==> src/rtl/store_drain_ctrl.sv <==
// store_drain_ctrl: retires committed stores from the write-back store queue
// to the single data-memory port. It counts ROB store commits, issues one
// store_valid pulse per drained store, and arbitrates the port against loads.
// A store that keeps losing to loads is eventually forced to win. A pipeline
// flush is held back until every committed store has left the queue.
//
// Handshake: store_valid is a single-cycle read_en to the store queue, raised
// only in ISSUE. The controller then waits in WAIT_DONE until the memory
// answers with mem_wr_done. A mem_wr_done seen in any other state is ignored.
// Arbitration is decided only in IDLE, and only when mem_ready is high.
module store_drain_ctrl #(
  parameter int FIFO_DEPTH   = 16,
  parameter int STARVE_LIMIT = 4,
  localparam int CNT_WIDTH   = $clog2(FIFO_DEPTH) + 1
) (
  input  logic                 clk,
  input  logic                 rst,
  input  logic                 commit_store,
  input  logic                 flush_req,
  input  logic                 sq_empty,
  input  logic                 mem_ready,
  input  logic                 mem_wr_done,
  input  logic                 load_req,
  output logic                 load_grant,
  output logic                 store_valid,
  output logic                 sq_flush,
  output logic                 flush_busy,
  output logic [CNT_WIDTH-1:0] pending_cnt,
  output logic                 overflow_err,
  output logic [1:0]           dbg_state
);

  localparam int SW = $clog2(STARVE_LIMIT + 1);
  localparam logic [SW-1:0]        STARVE_MAX = SW'(STARVE_LIMIT);
  localparam logic [CNT_WIDTH-1:0] DEPTH_MAX  = CNT_WIDTH'(FIFO_DEPTH);

  typedef enum logic [1:0] {
    S_IDLE  = 2'd0,
    S_ISSUE = 2'd1,
    S_WAIT  = 2'd2
  } state_t;

  state_t               state_q, state_d;
  logic [CNT_WIDTH-1:0] pend_q, pend_d;
  logic [SW-1:0]        starve_q, starve_d;
  logic                 flush_busy_q, flush_busy_d;
  logic                 overflow_q, overflow_d;

  logic in_idle;
  logic in_issue;
  logic store_eligible;
  logic store_wins;
  logic flush_fire;

  // Arbitration terms. While a flush is pending, stores win outright so the
  // flush is not delayed by loads.
  always_comb begin
    in_idle        = (state_q == S_IDLE);
    in_issue       = (state_q == S_ISSUE);
    store_eligible = in_idle && (pend_q != '0) && !sq_empty && mem_ready;
    store_wins     = store_eligible &&
                     (!load_req || (starve_q >= STARVE_MAX) || flush_busy_q);
    // pend_q==0 keeps store_wins low here, so the flush never competes with a store.
    flush_fire     = in_idle && flush_busy_q && (pend_q == '0);
  end

  // Next-state logic for the drain FSM.
  always_comb begin
    state_d = state_q;
    case (state_q)
      S_IDLE:  if (store_wins) state_d = S_ISSUE;
      S_ISSUE: state_d = S_WAIT;
      S_WAIT:  if (mem_wr_done) state_d = S_IDLE;
      default: state_d = S_IDLE;
    endcase
  end

  // Pending counter, overflow flag, starvation counter and flush tracking.
  always_comb begin
    pend_d       = pend_q;
    overflow_d   = overflow_q;
    starve_d     = starve_q;
    flush_busy_d = flush_busy_q;

    // The count saturates at the queue depth. A commit arriving at the depth
    // is reported through the sticky overflow flag.
    if (commit_store && !in_issue) begin
      if (pend_q == DEPTH_MAX) overflow_d = 1'b1;
      else                     pend_d     = pend_q + CNT_WIDTH'(1);
    end else if (!commit_store && in_issue) begin
      pend_d = pend_q - CNT_WIDTH'(1);
    end
    if (commit_store && in_issue && (pend_q == DEPTH_MAX)) overflow_d = 1'b1;

    if (in_issue) starve_d = '0;
    else if (store_eligible && !store_wins && (starve_q < STARVE_MAX))
      starve_d = starve_q + SW'(1);

    if (flush_fire)                         flush_busy_d = 1'b0;
    else if (flush_req && !flush_busy_q)    flush_busy_d = 1'b1;
  end

  // State registers. Reset overrides everything, including an outstanding write.
  always_ff @(posedge clk) begin
    if (rst) begin
      state_q      <= S_IDLE;
      pend_q       <= '0;
      starve_q     <= '0;
      flush_busy_q <= 1'b0;
      overflow_q   <= 1'b0;
    end else begin
      state_q      <= state_d;
      pend_q       <= pend_d;
      starve_q     <= starve_d;
      flush_busy_q <= flush_busy_d;
      overflow_q   <= overflow_d;
    end
  end

  // Output drive.
  always_comb begin
    load_grant   = load_req && mem_ready && in_idle && !store_wins && !flush_fire;
    store_valid  = in_issue;
    sq_flush     = flush_fire;
    flush_busy   = flush_busy_q;
    pending_cnt  = pend_q;
    overflow_err = overflow_q;
    dbg_state    = state_q;
  end

endmodule

==> config.mk <==
export PLATFORM = sky130hd
export DESIGN_NAME = store_drain_ctrl
export DESIGN_NICKNAME = d
export VERILOG_FILES = /design/src/rtl/store_drain_ctrl.sv
export SDC_FILE = /design/constraint.sdc
export NUM_CORES = 1
export LEC_CHECK = 0
export CORE_MARGIN = 10
export CORE_UTILIZATION = 45
export DETAILED_ROUTE_END_ITERATION = 6
export GPL_ROUTABILITY_DRIVEN = 1
export GPL_TIMING_DRIVEN = 1
export HOLD_SLACK_MARGIN = 0.06
export PLACE_DENSITY = 0.77
export SETUP_SLACK_MARGIN = 0.05
export SLEW_MARGIN = 20
export SYNTH_ARGS = -nofsm -noshare
export SYNTH_HDL_FRONTEND = slang
export SYNTH_SLANG_ARGS = --single-unit
==> constraint.sdc <==
create_clock -name clk -period 2.44 [get_ports clk]
set_input_delay 0.488 -clock clk [delete_from_list [all_inputs] [get_ports clk]]
set_output_delay 0.488 -clock clk [all_outputs]
set_load 0.005 [all_outputs]
* Word level (Yosys, flattened, before mapping)
Index checks and enable logic that the tools add are counted.
Storage, ports and cells: output and inout bits 12, bits in registers 12, bits of input ports 8, word-level logic and storage cells 62
Cells by class: reduce and logical (&&, ||, !) cells 37, $lt $le $gt $ge 2, equality and inequality tests 6, multiplexer cells 9, $add $sub $neg 3
Operator list (number):
- logical AND 1 bit | 17
- two-way mux 5 bit | 3
- logical NOT 1 bit | 7
- case mux 2 bit (3 select lines) | 1
- AND reduction 2 bit | 3
- nonzero test 2 bit | 3
- adder 5 x 1 -> 5 bit, second input constant | 1
- equality test 5 bit, second input constant | 1
- logical NOT 5 bit | 1
- nonzero test 5 bit | 1
- subtractor 5 x 1 -> 5 bit, second input constant | 1
- two-way mux 2 bit | 2
- inequality test 2 bit, second input constant | 2
- OR reduction 2 bit | 2
- adder 3 x 1 -> 3 bit, second input constant | 1
- greater-or-equal comparator 3 bit, second input constant | 1
- < comparator 3 bit, second input constant | 1
- two-way mux 1 bit | 3
- equality test 2 x 1 -> 1 bit, second input constant | 1
- equality test 2 bit, second input constant | 1
- logical NOT 2 bit | 1
- logical OR 1 bit | 2
- inequality test 2 x 1 -> 1 bit, second input constant | 1

* Depth between registers and ports, before layout
word-level depth 8, depth in mapped cells 8

* Least setup slack after synthesis
No wires, ideal clock.
path kind register -> register, from register state_q[1] (netlist: dbg_state[1]), to register pend_q[4] (netlist: pending_cnt[4]), slack 228 ps, stages on the path, launching flop included 9, clock period less this slack 2212 ps, data arrival time 2077 ps, path through dfxtp_1 -> nand2b_1 -> buf_2 -> nand2_1 -> fa_1 -> a21o_1 -> a2111oi_0 -> o21bai_1 -> a221oi_2
Between the ends: longest elaborated chain between the ends 5, elaborated cells on any way between the ends 8, classes of those cells eq/ne: 2; mux: 1; reduce/logical: 5
RTL lines:
- from (decl) | line 43 | state_t state_q, state_d;
- from (signal assigned) | line 112 | state_q <= state_d;
- equality test 2 x 1 -> 1 bit * | line 59 | in_issue = (state_q == S_ISSUE);
- logical NOT 1 bit | line 87 | if (commit_store && !in_issue) begin
- logical AND 1 bit | line 87
- inequality test 2 bit (no line) or nonzero test 2 bit (tied branches)
- AND reduction 2 bit (no line)
- to (signal assigned) | line 113 | pend_q <= pend_d;
- to (decl) | line 44 | logic [CNT_WIDTH-1:0] pend_q, pend_d;
Mark *: on every way between the ends. The rest lies on a longest branch, timed or not. A chain may end at the register's enable or synchronous reset.

* Worst setup path in the final report
from register pend_q[0] (netlist: pending_cnt[0]), to output load_grant
Between the ends: longest elaborated chain between the ends 8, elaborated cells on any way between the ends 11, classes of those cells reduce/logical: 11
RTL lines:
- nonzero test 5 bit | line 60 | store_eligible = in_idle && (pend_q != '0) && !sq_empty && mem_ready;
- logical AND 1 bit (3 in series) | line 60
- logical AND 1 bit | line 61 | store_wins = store_eligible &&
- logical NOT 1 bit | line 122 | load_grant = load_req && mem_ready && in_idle && !store_wins && !flush_fire;
- logical AND 1 bit | line 122
- logical AND 1 bit * | line 122
- to (decl) | line 24 | output logic load_grant,
Marks and branches as above.

==> run metrics <==
Final Hold Fails 0; drt via density 5.57; Core Box Area 1350 µm²; synth warn 0; worst-case clock buffer depth 2; data required time at the worst endpoint 1.95 ns; non-filler cells, final 125; DIE HEIGHT 58.8 µm; Design Area, Final 1000 µm²; Via Count 696; Buffers on Ports 19; DP Worst Slack -0.168 ns; Antenna Cells 0; drt pass-1 iters 4; area grow syn2layout 48.1%; Synthesized Nets 92; Seq/Total Area, Yosys 35.6%; Initial Utilization 50.0%; final period utilization 92.9%; crit-path cells nor4_4, or2b_1, a21o_1, a21oi_1, dlygate4sd2_1; synthesized area 676 µm²; worst skew pair latency 0.27 ns; Main synth FF type dfxtp_1; Least-Margin Pin Slew 0.526 ns; die area 3450 µm²; first-pass GRT wire length 3.02 mm; Num CTS Buffers 3; Slowest cell on crit path dfxtp_1; Worst Setup Start Kind register; Avg WL per Cell 14.2 µm; Final setup viols 0; crit-path max cell delay 0.34 ns; cts hold-fix bufs 0; unrepaired setup endpoints after global routing false; Mapped Avg Cell Area 8.55 µm²; Peak VDD IR 0.000390 V; hpwl dp 1.42 mm; IO Pins 20; Total Routing Usage GR 11.0%; placed cell area 958 µm²; Root Buffer clkbuf_4; Setup WS post-layout 0.174 ns; Slew Viols, Final 0; Mapped Cells 79; Core Rows 13; CTS clk-pin slew, worst paths 0.07 ns; most common cell in the netlist dfxtp_1; CTS tree yes; drt drc 0; largest net degree at the start of global routing 9; Critical Path Fanout Max 4; Slew HR 64.4%; synthesis-stage register bit count 12; status finished, final reports clean; fmax 441 MHz; clock sink count 12; pwr dens 626 nW/µm²; post-synth top area share 35.6%; HP Class register to register; minimum clock period 2.27 ns; Commonest cells post-synth 12 x dfxtp_1, 8 x a21oi_1, 8 x nand2_1, 8 x nor2_1, 6 x nand3_1; H-Tree Depth 1; final hold slack 0.492 ns; placed cell count 122; Fillers 97; synth top area cells dfxtp_1 36%, ha_1 7.4%, a21oi_1 5.9%, nand3_1 4.4%, nand2_1 4.4%; number of library cell types mapped by synthesis 32; GPL Wtd Cong 0.806; Static Leak 0.457 nW; Max Cap Violations 0; grt total ovfl 0; worst setup path class register to primary output; DR iter-0 viols 7; ys async rst share 0%; clock skew 0.00345 ns; Post-synth EDFFs 0; die width 58.8 µm; initial antenna violation count 0; share of cells above drive strength 1 19.1%; vias in the first global route 708; CP endpoint kind primary output; Detailed Route WL 1.77 mm; post-synth top area cell dfxtp_1; post-layout net count 125; crit path DAT 1.78 ns; Post-DRT Antenna Nets 0
## registers in the layout, summed over array words and instances (netlist names)
name          count
dbg_state         2
overflow_err      1
flush_busy        1
pending_cnt       5
starve_q          3
## final timing paths
check / start / endpoint / slack [ns] / cells after the start
worst min-delay path: overflow_err / overflow_err / 0.49 / 2
worst max-delay path: pending_cnt[0] / load_grant / 0.17 / 5
worst max register to register: dbg_state[1] / pending_cnt[4] / 0.36 / 7
worst min register to register: overflow_err / overflow_err / 0.49 / 2
## placed cells by master (no fill, tap or decap), types with 3 or more instances in the layout
cell type,count
xnor2_1,3
clkdlybuf4s50_1,17
nor2_1,8
nand2_1,8
a21oi_1,8
buf_4,11
nand3_1,6
ha_1,4
clkbuf_4,3
a21o_1,3
dfxtp_1,11
## metrics by stage
stage | total power [mW] | setup TNS [ns] | util, %
global placement | 0.493 | -0.0911 | 71.0
CTS | 0.620 | 0 | 73.0
floorplan | 0.373 | 0 | -
global route | 0.672 | 0 | 74.1
detailed placement | 0.499 | -0.168 | 71.0
finish | 0.627 | 0 | 74.1
## per-layer routing
| layer | up-vias | track usage (%) | share of wire [%] |
|---|---|---|---|
| met5 | - | 0 | 0 |
| met2 | 18 | 19.7 | 54 |
| li1 | 346 | - | - |
| met1 | 328 | 10.2 | 37 |
| met3 | 4 | 5.58 | 7.3 |
| met4 | 0 | 4.59 | 1.7 |
## critical path, delay by kind of cell (launching register included)
kind | cells | cell delay [ns]
AO/OA/AOI/OAI | 2 | 0.30
buffers and inverters | 1 | 0.24
flip-flops | 1 | 0.34
AND/OR/NAND/NOR | 2 | 0.63
## final cells by class
type / instances / area [µm²] / share of cell area (%)
multi-input cells: 62 / 437 / 43.6
repair buffers: 30 / 270 / 27.0
flip-flops and latches: 12 / 241 / 24.1
clock buffers: 3 / 22.5 / 2.25
well taps: 15 / 18.8 / 1.88
inverters: 3 / 11.3 / 1.13
## repair_timing
item                       CTS  global route
buffers inserted             0             0
setup endpoints to repair    2             2
gates resized for setup      4             3
pin swaps                    2             0
cloned                       0             0
## cells by family after synthesis
family                     count (synthesis)  share of synthesized area [%]
AOI/OAI and AO/OA                         17                           18.0
xor gates and xnor gates                   5                           6.48
adders and majority gates                  5                           10.4
buffers and inverters                      5                           2.96
DFF                                       12                           35.6
muxes                                      1                           1.48
and+or+nand+nor                           34                           25.2
## power by group
group | switching, mW | internal (mW) | total [mW]
Combinational | 0.115 | 0.150 | 0.266
Clock | 0.0598 | 0.0572 | 0.117
Sequential | 0.0262 | 0.218 | 0.244
Total | 0.201 | 0.425 | 0.627
No activity file was read; power rests on OpenSTA's default activity.
